### src/rtl/adc_moving_avg.sv
// Boxcar moving average over the last 2**LOG2_N signed samples, registered mean output.
// Optional build macro MAVG_CHANGE_STROBE_EN: accept a sample whenever sample_in changes, ignoring sample_valid.
module adc_moving_avg #(
    parameter int DATA_W = 16,
    parameter int LOG2_N = 3
) (
    input  logic              clk,
    input  logic              rst,
    input  logic [DATA_W-1:0] sample_in,
    input  logic              sample_valid,
    output logic [DATA_W-1:0] avg_out,
    output logic              avg_valid,
    output logic              win_full
);
    // Handshake: a sample is taken on any clk edge where accept is high and rst is low;
    // there is no ready, so the source may strobe every cycle. avg_valid is a 1-cycle strobe.
    localparam int N     = 1 << LOG2_N;
    localparam int SUM_W = DATA_W + LOG2_N;
    localparam logic [LOG2_N-1:0] PTR_ONE  = LOG2_N'(1);
    localparam logic [LOG2_N-1:0] CNT_LAST = LOG2_N'(N - 1);

    typedef enum logic {FILL, RUN} state_t;

    logic              accept;
    logic [DATA_W-1:0] accept_data;

`ifdef MAVG_CHANGE_STROBE_EN
    logic [DATA_W-1:0] smp_q;
    logic              chg_q;

    always_ff @(posedge clk) begin
        if (rst) begin
            smp_q <= '0;
            chg_q <= 1'b0;
        end else begin
            smp_q <= sample_in;
            chg_q <= (sample_in != smp_q);
        end
    end

    // The strobe trails the change by one cycle, so the registered copy already holds the new word.
    assign accept      = chg_q;
    assign accept_data = smp_q;
`else
    assign accept      = sample_valid;
    assign accept_data = sample_in;
`endif

    logic [DATA_W-1:0]        ring_mem [N];
    state_t                   state_q,   state_d;
    logic [LOG2_N-1:0]        wr_ptr_q,  wr_ptr_d;
    logic [LOG2_N-1:0]        fill_cnt_q, fill_cnt_d;
    logic signed [SUM_W-1:0]  sum_q,     sum_d;
    logic [DATA_W-1:0]        avg_out_q, avg_out_d;
    logic                     avg_valid_q, avg_valid_d;
    logic                     win_full_q, win_full_d;

    logic [DATA_W-1:0]        oldest;
    logic signed [SUM_W-1:0]  sum_next;

    always_comb begin
        oldest   = (state_q == FILL) ? '0 : ring_mem[wr_ptr_q];
        sum_next = sum_q + SUM_W'($signed(accept_data)) - SUM_W'($signed(oldest));

        state_d     = state_q;
        wr_ptr_d    = wr_ptr_q;
        fill_cnt_d  = fill_cnt_q;
        sum_d       = sum_q;
        avg_out_d   = avg_out_q;
        avg_valid_d = 1'b0;
        win_full_d  = win_full_q;

        if (accept) begin
            sum_d    = sum_next;
            wr_ptr_d = wr_ptr_q + PTR_ONE;
            case (state_q)
                FILL: begin
                    if (fill_cnt_q == CNT_LAST) begin
                        state_d     = RUN;
                        win_full_d  = 1'b1;
                        avg_valid_d = 1'b1;
                        // Dropping the low bits of a signed sum is an arithmetic shift (floor).
                        avg_out_d   = sum_next[SUM_W-1:LOG2_N];
                    end else begin
                        fill_cnt_d = fill_cnt_q + PTR_ONE;
                    end
                end
                RUN: begin
                    avg_valid_d = 1'b1;
                    avg_out_d   = sum_next[SUM_W-1:LOG2_N];
                end
                default: state_d = FILL;
            endcase
        end
    end

    always_ff @(posedge clk) begin
        if (rst) begin
            state_q     <= FILL;
            wr_ptr_q    <= '0;
            fill_cnt_q  <= '0;
            sum_q       <= '0;
            avg_out_q   <= '0;
            avg_valid_q <= 1'b0;
            win_full_q  <= 1'b0;
        end else begin
            state_q     <= state_d;
            wr_ptr_q    <= wr_ptr_d;
            fill_cnt_q  <= fill_cnt_d;
            sum_q       <= sum_d;
            avg_out_q   <= avg_out_d;
            avg_valid_q <= avg_valid_d;
            win_full_q  <= win_full_d;
        end
    end

    // Sample storage is deliberately left uncleared; FILL masks stale contents.
    always_ff @(posedge clk) begin
        if (!rst && accept) begin
            ring_mem[wr_ptr_q] <= accept_data;
        end
    end

    assign avg_out   = avg_out_q;
    assign avg_valid = avg_valid_q;
    assign win_full  = win_full_q;

endmodule

### config.mk
export PLATFORM = sky130hd
export DESIGN_NAME = adc_moving_avg
export DESIGN_NICKNAME = d
export VERILOG_FILES = /design/src/rtl/adc_moving_avg.sv
export SDC_FILE = /design/constraint.sdc
export NUM_CORES = 1
export LEC_CHECK = 0
export ABC_AREA = 1
export CAP_MARGIN = 20
export CORE_AREA = 2 2 128 130
export DETAILED_ROUTE_END_ITERATION = 10
export DIE_AREA = 0 0 130 132
export DONT_BUFFER_PORTS = 1
export GPL_ROUTABILITY_DRIVEN = 0
export GPL_TIMING_DRIVEN = 0
export PLACE_DENSITY_LB_ADDON = 0.05
export SYNTH_ARGS = -nofsm -noshare
export SYNTH_HDL_FRONTEND = slang
export SYNTH_SLANG_ARGS = --single-unit
### constraint.sdc
create_clock -name clk -period 3.58 [get_ports clk]
set_clock_uncertainty 0.15 [all_clocks]
set_input_delay 0.537 -clock clk [delete_from_list [all_inputs] [get_ports clk]]
set_output_delay 0.537 -clock clk [all_outputs]
set_load 0.02 [all_outputs]
==> results.sh, run 1 <==
export IMPL_ys_top_cells_by_area="edfxtp_1, dfxtp_1, nor2_1"
export IMPL_syn_nets=956
export IMPL_synth_top_family_by_area="simple AND/OR/NAND/NOR gates"
export IMPL_netlist_area_mm2=0.00854
export IMPL_synth_ff_type="edfxtp_1"
export IMPL_grt_ovfl_total=0
export IMPL_synth_seq_cells=175
export IMPL_synth_edf_count=128
export IMPL_tightest_slew_ns=1.04
export IMPL_fin_hold_ws_ns=0.0472
export IMPL_end_kind="register"
export IMPL_clk_pin_slew_ns=0.06
export IMPL_rsz0062_at_grt="false"
export IMPL_clk_latency_ns=0.43
export IMPL_ys_async_sr_fraction_pct=0
export IMPL_irDropWorstVdd_uv=335
export IMPL_intPower_w=0.00370
export IMPL_worstHoldPathType="in2reg"
export IMPL_wl_mm=20.3
export IMPL_grt_start_max_net_pins=17
export IMPL_path_class="reg2reg"
export IMPL_drv_slew=0
export IMPL_core_area_mm2=0.0157
export IMPL_maxCapViolations=0
export IMPL_rows=46
export IMPL_fin_util_pct=61.1
export IMPL_clkPwrFrac_pct=33.5
export IMPL_final_area_mm2=0.00961
export IMPL_synth_adder_area_share_pct=7.59
export IMPL_crit_fanout=10
export IMPL_avgSynthCellArea_um2=9.53
export IMPL_grtUsageTotal_pct=24.6
export IMPL_cts_root_buf="clkbuf_16"
export IMPL_max_slew_margin_pct=30.5
export IMPL_fill_cells=1324
export IMPL_period_share_pct=95.2
export IMPL_finalSetupViolCount=0
export IMPL_clock_path_buffers=2
export IMPL_antenna_found_initial=0
export IMPL_fin_cells=1149
export IMPL_ant_nets=0
export IMPL_seqPwrFrac_pct=43.5
export IMPL_synth_cells=896
export IMPL_antenna_cells=0
export IMPL_synth_xor_area_share_pct=0.718
export IMPL_synth_distinct_cells=35
export IMPL_hold_viol_final=0
export IMPL_cts_max_level=4
export IMPL_drtPass1Iterations=7
export IMPL_synth_compound_area_share_pct=9.48
export IMPL_synth_mux_area_share_pct=0.234
export IMPL_die_area_mm2=0.0172
export IMPL_io_buffers=0
export IMPL_die_h_um=132
export IMPL_nets=980
export IMPL_cts_sink_count=175
export IMPL_drive_gt1_share_pct=11.6
export IMPL_cts_buffers=17
export IMPL_worstPathArrival_ns=3.59
export IMPL_initial_core_util_pct=54.4
export IMPL_ys_warnings_count=0
export IMPL_min_period_ns=3.41
export IMPL_required_ns=3.76
export IMPL_grt_pass1_vias=6007
export IMPL_dpl_hpwl_mm=14.5
export IMPL_synth_top_cell_area_share_pct=45.0
export IMPL_synthSimpleGateAreaFrac_pct=17.1
export IMPL_power_density_mw_per_mm2=544
export IMPL_switching_share_pct=29.3
export IMPL_yosysTopAreaCell="edfxtp_1"
export IMPL_p_sw_w=0.00153
export IMPL_seq_area_frac_synth_pct=56.0
export IMPL_grt_pass1_wl_mm=31.8
export IMPL_p_leak_nw=3.99
export IMPL_die_width_um=130
export IMPL_outcome="completed"
export IMPL_detail_route_wl_per_cell_um=17.7
export IMPL_drc_errors=0
export IMPL_dp_cells=1116
export IMPL_routed_via_count=6183
export IMPL_drt_iter0_markers=374
export IMPL_fmax_ghz=0.293
export IMPL_syn_to_final_growth_pct=12.5
export IMPL_dpl_cell_area_mm2=0.00889
export IMPL_avgViaCountPerCell=5.38
export IMPL_pin_count=37
export IMPL_p_comb_share_pct=23.1
export IMPL_start_kind="register"
export IMPL_cts_tree="done"
[metal layers]
metal / GRT usage (%) / vias to the layer above / wire, µm / part of all wire, %
li1: - / 2999 / - / -
met1: 33.2 / 2950 / 8830 / 43
met2: 39.6 / 207 / 10000 / 49
met3: 4.50 / 27 / 1230 / 6.0
met4: 9.62 / 0 / 283 / 1.4
met5: 0 / - / 0 / 0
[per-stage QoR]
step	power [W]	setup TNS [ns]	worst slack, ns
after detailed placement	0.00344	-1.12	-0.131
after global placement	0.00342	-0.0796	-0.0289
after floorplan	0.00318	0	0.658
after global routing	0.00549	0	0.00614
after CTS	0.00517	0	0.0342
final	0.00522	0	0.171
[cell usage in the layout (no fill, tap or decap), drive strengths merged]
| master | n |
|---|---|
| nand3 | 37 |
| a31oi | 1 |
| inv | 141 |
| o21ai | 65 |
| clkbuf | 39 |
| edfxtp | 128 |
| bufinv | 2 |
| o32ai | 30 |
| dlygate4sd1 | 1 |
| o211ai | 1 |
| mux2i | 2 |
| nor3 | 2 |
| fa | 18 |
| dfxtp | 47 |
| clkinvlp | 1 |
| and2 | 2 |
| ha | 23 |
| o221ai | 2 |
| xor2 | 5 |
| clkinv | 4 |
| nand2 | 113 |
| nand3b | 8 |
| nor2 | 193 |
| buf | 27 |
| or2 | 1 |
| xnor2 | 2 |
| a21oi | 38 |
[Yosys cell counts, types with 2 or more instances]
cell and number:
nor2_1 185, inv_1 137, edfxtp_1 128, nand2_1 112, o21ai_0 61, dfxtp_1 47, a21oi_1 38, nand3_1 35
o32ai_1 30, ha_1 23, fa_1 18, clkbuf_1 12, buf_4 11, buf_2 8, nand3b_1 8, nor2_2 7
xor2_1 5, buf_6 4, o21ai_1 4, and2_1 2, inv_2 2, mux2i_1 2, nand3_2 2, nor3_1 2
o221ai_1 2, xnor2_1 2
[critical path, stage by stage, from the launching register on]
cell and delay [ns]:
dfxtp_1 0.36, buf_6 0.17, inv_4 0.06, buf_2 0.21, nor2_1 0.13, o32ai_1 0.10, o21ai_0 0.27, nor2_1 0.13
fa_1 0.50, inv_1 0.05, ha_1 0.36, a21oi_1 0.20, nand2_1 0.13, a21oi_2 0.17, nand2_1 0.07, nand2_1 0.07
nand3_1 0.07, nand2_1 0.06, inv_1 0.03
[cells by family (layout without fill, tap and decap cells)]
group,after synthesis,after routing
fa+ha+maj,41,41
flops,175,175
xor+xnor,7,7
buf+inv,178,215
compound gates,137,137
mux,2,2
simple gates,356,356
[final cells by class]
type / instances / area (µm²) / share of cell area (%)
Buffer: 38 / 275 / 2.87
Clock buffer: 24 / 452 / 4.70
Clock inverter: 8 / 93.8 / 0.977
Inverter: 140 / 528 / 5.50
Multi-Input combinational cell: 543 / 3130 / 32.5
Sequential cell: 175 / 4780 / 49.8
Tap cell: 216 / 270 / 2.81
Timing Repair Buffer: 5 / 76.3 / 0.794
[power by group through the flow]
stage	Sequential [W]	Clock (W)	Combinational, W
final	0.00227	0.00175	0.00120
after global routing	0.00228	0.00184	0.00137
after CTS	0.00227	0.00176	0.00114
after detailed placement	0.00231	0	0.00113
after global placement	0.00231	0	0.00111
after floorplan	0.00231	0	0.000876
[worst paths after layout]
check          startpoint        endpoint  slack [ns]  cells after the start
min reg2reg      sum_q[0]        sum_q[0]        0.32                      2
max              register     avg_out[15]        0.17                     18
max reg2reg      register     avg_out[15]        0.17                     18
min          sample_in[8]  ring_mem[6][8]        0.05                      0
[flip-flops by register name, summed over array words and instances (netlist names), named ones only]
register and flops:
state_q 1, avg_out 16, wr_ptr_q 3, sum_q 19
ring_mem 128, avg_valid 1, fill_cnt_q 3, win_full 1
[repair_timing]
item / 4_1_cts / 5_1_grt
setup buffers: 0 / 0
hold buffers: 0 / 0
pin swaps: 0 / 7
resized for setup: 4 / 56
setup endpoints to repair: 16 / 28
Power figures use the tool's default switching activity.
==> run 2: changes to the inputs <==
--- a/config.mk
+++ b/config.mk
@@ -7,9 +7,9 @@
 export LEC_CHECK = 0
 export ABC_AREA = 1
 export CAP_MARGIN = 20
-export CORE_AREA = 2 2 128 130
+export CORE_AREA = 2 2 150 152
 export DETAILED_ROUTE_END_ITERATION = 10
-export DIE_AREA = 0 0 130 132
+export DIE_AREA = 0 0 152 154
 export DONT_BUFFER_PORTS = 1
 export GPL_ROUTABILITY_DRIVEN = 0
 export GPL_TIMING_DRIVEN = 0
==> run 2 against run 1 <==
Compared with the run above:
- sequential power is essentially flat
- non-clock buffer count grew 1
- maximum frequency grew 1.2%
- sequential share of layout area shrank 0.88 points
- power shrank 0.93%
- global-route usage shrank 5.4 points
- worst setup slack gained 0.042 ns
- via count shrank 1.6%
- largest cell class unchanged
- sequential cell count is the same
==> results.sh, run 2 (synthesis results as in run 1) <==
export IMPL_outcome="completed"
export IMPL_dpl_hpwl_mm=15.8
export IMPL_grt_pass1_wl_mm=34.2
export IMPL_largest_reg_flops=128
export IMPL_io_buffers=0
export IMPL_avgViaCountPerCell=5.02
export IMPL_initial_core_util_pct=39.4
export IMPL_detail_route_wl_per_cell_um=18.1
export IMPL_drtPass1Iterations=5
export IMPL_grt_pass1_vias=6187
export IMPL_clk_latency_ns=0.42
export IMPL_core_area_mm2=0.0217
export IMPL_power_density_mw_per_mm2=529
export IMPL_nets=981
export IMPL_ant_nets=0
export IMPL_wl_mm=21.9
export IMPL_reg2reg_slack_ns=0.21
export IMPL_rr_endpoint="sum_q[13]"
export IMPL_clk_pin_slew_ns=0.07
export IMPL_die_area_mm2=0.0234
export IMPL_tightest_slew_ns=1.12
export IMPL_pin_count=37
export IMPL_maxCapViolations=0
export IMPL_fmax_ghz=0.297
export IMPL_final_cell_mix="nor2_1, inv_1, edfxtp_1, nand2_1, o21ai_0"
export IMPL_min_period_ns=3.37
export IMPL_irDropWorstVdd_uv=336
export IMPL_finalSetupViolCount=0
export IMPL_drive_gt1_share_pct=13.4
export IMPL_worstPathArrival_ns=3.54
export IMPL_cts_buffers=17
export IMPL_required_ns=3.76
export IMPL_crit_slowest_cell="fa_1"
export IMPL_drt_iter0_markers=336
export IMPL_p_leak_nw=4.00
export IMPL_drv_slew=0
export IMPL_antenna_found_initial=0
export IMPL_grt_start_max_net_pins=17
export IMPL_cts_max_level=4
export IMPL_rows=54
export IMPL_grt_ovfl_total=0
export IMPL_hold_viol_final=0
export IMPL_fin_hold_ws_ns=0.0555
export IMPL_end_kind="register"
export IMPL_drc_errors=0
export IMPL_crit_fanout=10
export IMPL_dpl_cell_area_mm2=0.00900
export IMPL_cts_sink_count=175
export IMPL_final_common_cell="nor2_1"
export IMPL_dp_cells=1181
export IMPL_cts_setup_buffers=0
export IMPL_clock_path_buffers=2
export IMPL_max_slew_margin_pct=25.2
export IMPL_period_share_pct=94.1
export IMPL_cts_tree="done"
export IMPL_grtUsageTotal_pct=19.2
export IMPL_final_area_mm2=0.00978
export IMPL_r2r_cells=20
export IMPL_cts_hold_fix_buffers=0
export IMPL_min_to="ring_mem[6][0]"
export IMPL_start_kind="register"
export IMPL_crit_top_cell="nand2_1"
export IMPL_routed_via_count=6084
export IMPL_cts_root_buf="clkbuf_16"
export IMPL_die_width_um=152
export IMPL_path_cells="buf_8 > inv_6 > buf_6 > nor2_1 > o32ai_2 > o211ai_1 > fa_1 > ha_4 > nand2_2 > inv_1 > nand2_1 > nand2_1 > nand2_1 > nand3_2 > nand2_2 > nand2_1 > nand2_1 > nand3_1 > nand2_1 > inv_1"
export IMPL_worstHoldPathType="in2reg"
export IMPL_top_register="ring_mem"
export IMPL_rsz0062_at_grt="true"
export IMPL_path_class="reg2reg"
export IMPL_fin_tns_setup_ns=0
export IMPL_syn_to_final_growth_pct=14.5
export IMPL_die_h_um=154
export IMPL_antenna_cells=0
export IMPL_hold_path_depth=0
export IMPL_slowest_delay_ns=0.65
export IMPL_fin_cells=1213
export IMPL_min_from="sample_in[0]"
run 2: cell types whose count changed in the layout (fill, tap and decap cells not counted), sizes merged:
cell | before | now
clkinvlp | 1 | 5
inv | 141 | 142
bufinv | 2 | 0
clkinv | 4 | 6
clkbuf | 39 | 29
buf | 27 | 32
run 2: worst max path at each step:
stage / endpoint / slack [ns] / cells after the start
after floorplan: sum_q[16] / 0.66 / 20
after global placement: avg_out[11] / -0.17 / 19
after detailed placement: avg_out[11] / -0.19 / 19
after CTS: sum_q[13] / 0.006 / 18
after global routing: avg_out[13] / -0.02 / 20
final: sum_q[13] / 0.21 / 20
run 2: final cells by class:
type / instances / area, µm²
sequential: 175 / 4790
timing repair buffer: 6 / 115
clock inverter: 13 / 92.6
fill: 2118 / 11900
multi-input combinational: 543 / 3170
buffer: 38 / 313
inverter: 140 / 531
clock buffer: 18 / 429
tap: 280 / 350
run 2: power breakdown:
group	internal, W	total [W]	switching, W
combinational	0.000446	0.00124	0.000791
sequential	0.00224	0.00227	0.0000258
clock	0.000882	0.00167	0.000786
total	0.00357	0.00517	0.00160
run 2: through the flow:
step	total power, W	setup WS, ns	util (%)
final	0.00517	0.213	45.1
after global routing	0.00549	-0.0247	45.1
after CTS	0.00514	0.00553	44.1
after detailed placement	0.00347	-0.194	41.5
after global placement	0.00346	-0.168	41.0
after floorplan	0.00318	0.658	-
run 2: layer usage:
layer | up-vias | global-route usage, % | wire (µm)
met5 | - | 0 | 0
met4 | 0 | 5.07 | 317
met3 | 21 | 4.06 | 1060
met2 | 120 | 33.3 | 10600
met1 | 2948 | 24.4 | 9920
li1 | 2995 | - | -
run 2: critical path, delay by kind of cell, from the launching register on:
family | cells | cell delay, ns
simple gates | 11 | 0.84
buf+inv | 5 | 0.47
flops | 1 | 0.35
fa+ha+maj | 2 | 0.89
compound gates | 2 | 0.54
run 2: what timing repair did:
action                                  CTS  global route
hold endpoints to repair                  0             0
endpoints found under the setup margin   27            28
resized for setup                        10            84
pin swaps                                 2            10
==> run 3: changes to the inputs <==
--- a/config.mk
+++ b/config.mk
@@ -14,6 +14,7 @@
 export GPL_ROUTABILITY_DRIVEN = 0
 export GPL_TIMING_DRIVEN = 0
 export PLACE_DENSITY_LB_ADDON = 0.05
+export SLEW_MARGIN = 20
 export SYNTH_ARGS = -nofsm -noshare
 export SYNTH_HDL_FRONTEND = slang
 export SYNTH_SLANG_ARGS = --single-unit
==> constraint.sdc (replaced) <==
create_clock -name clk -period 3.58 [get_ports clk]
set_clock_uncertainty 0.15 [all_clocks]
set_input_delay 0.537 -clock clk [delete_from_list [all_inputs] [get_ports clk]]
set_output_delay 0.537 -clock clk [all_outputs]
set_load 0.1 [all_outputs]
==> run 3 against run 2 <==
Compared with the run above:
- power up 0.50%
- register-to-register slack about the same
- wire length up 0.52%
- final cell count about the same
- hold slack worse by 0.0082 ns
- core utilization down 0.36 points
- largest power group unchanged
==> results.sh, run 3 (synthesis results as in run 1) <==
export IMPL_core_area_mm2=0.0217
export IMPL_grt_pass1_wl_mm=34.3
export IMPL_cts_sink_count=175
export IMPL_required_ns=3.75
export IMPL_post_place_ws_ns=-0.189
export IMPL_cts_max_level=4
export IMPL_p_comb_share_pct=23.8
export IMPL_min_period_ns=3.36
export IMPL_drt_iter0_markers=408
export IMPL_die_width_um=152
export IMPL_end_kind="register"
export IMPL_crit_fanout=10
export IMPL_outcome="completed"
export IMPL_maxCapViolations=0
export IMPL_dpl_hpwl_mm=15.6
export IMPL_tightest_slew_ns=1.05
export IMPL_fmax_ghz=0.298
export IMPL_final_area_mm2=0.00970
export IMPL_switching_share_pct=31.3
export IMPL_crit_top_cell="nor2_1"
export IMPL_crit_slowest_cell="fa_1"
export IMPL_wl_mm=22.0
export IMPL_syn_to_final_growth_pct=13.6
export IMPL_irDropWorstVdd_uv=232
export IMPL_drv_slew=0
export IMPL_grt_start_max_net_pins=17
export IMPL_dpl_cell_area_mm2=0.00895
export IMPL_clk_pin_slew_ns=0.07
export IMPL_clkPwrFrac_pct=32.3
export IMPL_worstPathArrival_ns=3.53
export IMPL_intPower_w=0.00357
export IMPL_antenna_cells=0
export IMPL_hold_viol_final=0
export IMPL_clock_path_buffers=2
export IMPL_rows=54
export IMPL_power_density_mw_per_mm2=536
export IMPL_drc_errors=0
export IMPL_pin_count=37
export IMPL_final_common_cell="nor2_1"
export IMPL_final_cell_mix="nor2_1, inv_1, edfxtp_1, nand2_1, o21ai_0"
export IMPL_p_sw_w=0.00163
export IMPL_start_kind="register"
export IMPL_drtPass1Iterations=5
export IMPL_min_from="sample_in[7]"
export IMPL_cts_root_buf="clkbuf_16"
export IMPL_clk_latency_ns=0.43
export IMPL_ant_nets=0
export IMPL_avgViaCountPerCell=5.03
export IMPL_finalSetupViolCount=0
export IMPL_grt_ovfl_total=0
export IMPL_drive_gt1_share_pct=13.0
export IMPL_cts_buffers=17
export IMPL_fin_ws_ns=0.224
export IMPL_worstHoldPathType="in2reg"
export IMPL_p_leak_nw=3.97
export IMPL_die_h_um=154
export IMPL_largest_reg_flops=128
export IMPL_grt_pass1_vias=6143
export IMPL_die_area_mm2=0.0234
export IMPL_cts_tree="done"
export IMPL_max_slew_margin_pct=29.7
export IMPL_fin_util_pct=44.7
export IMPL_path_class="reg2reg"
export IMPL_period_share_pct=93.7
export IMPL_path_cells="buf_6 > inv_4 > clkbuf_4 > nor2_1 > o32ai_2 > o211ai_1 > fa_1 > ha_4 > nand2_2 > nor2_2 > nand3_1 > nand3_2 > buf_4 > nor2_1 > nand3b_1 > nand2_1 > inv_1"
export IMPL_nets=980
export IMPL_routed_via_count=6091
export IMPL_rsz0062_at_grt="true"
export IMPL_antenna_found_initial=0
export IMPL_initial_core_util_pct=39.4
export IMPL_top_register="ring_mem"
export IMPL_slowest_delay_ns=0.51
export IMPL_detail_route_wl_per_cell_um=18.2
export IMPL_grtUsageTotal_pct=19.3
export IMPL_io_buffers=0
export IMPL_seqPwrFrac_pct=43.9
[run 3: metal layers]
metal  part of all wire [%]  wire (µm)  track usage (%)
met5                      0          0                0
met4                    1.5        331             5.47
met3                    4.0        884             4.48
met2                     48      10600             32.7
met1                     46      10200             24.8
[run 3: path summary, 6_finish.rpt]
| check | slack [ns] | cells after the start | to |
|---|---|---|---|
| max reg2reg | 0.22 | 17 | sum_q[9] |
| min | 0.05 | 0 | ring_mem[7][7] |
| min reg2reg | 0.31 | 2 | sum_q[0] |
| max | 0.22 | 17 | sum_q[9] |
[run 3: cell type report]
| type | count | area, µm² |
|---|---|---|
| clock buffers | 19 | 433 |
| flip-flops and latches | 175 | 4790 |
| inverters | 140 | 528 |
| repair buffers | 5 | 50.0 |
| multi-input cells | 543 | 3170 |
| plain buffers | 38 | 298 |
| fillers | 2119 | 12000 |
| well taps | 280 | 350 |
| clock inverters | 12 | 90.1 |
[run 3: stage by stage]
step                setup TNS [ns]  power, W  instances  hold slack (ns)
floorplan                        0   0.00320        896            0.289
global route              -0.00755   0.00551       1212           0.0216
global placement             -2.38   0.00347       1176            0.302
finish                           0   0.00520       1212           0.0473
CTS                              0   0.00516       1210           0.0312
detailed placement           -2.68   0.00348       1179            0.307
[run 3: power groups by stage]
stage / combinational, W / sequential [W] / clock, W
after floorplan: 0.000876 / 0.00232 / 0
after global placement: 0.00114 / 0.00233 / 0
after detailed placement: 0.00115 / 0.00233 / 0
after CTS: 0.00116 / 0.00228 / 0.00172
after global routing: 0.00142 / 0.00229 / 0.00180
final: 0.00124 / 0.00228 / 0.00168
[run 3: timing repair]
action / in CTS / in global routing
buffers inserted: 0 / 1
cloned: 0 / 1
gates resized for setup: 10 / 72
pin swaps: 2 / 13
hold buffers: 0 / 0
setup endpoints to repair: 26 / 28
[run 3: worst max-delay path: cells and delay by family (launching register included)]
kind | cells | cell delay (ns)
flip-flops | 1 | 0.36
adder cells (fa/ha/maj) | 2 | 0.84
AND/OR/NAND/NOR | 8 | 0.84
buffers and inverters | 5 | 0.57
AO/OA/AOI/OAI | 2 | 0.47
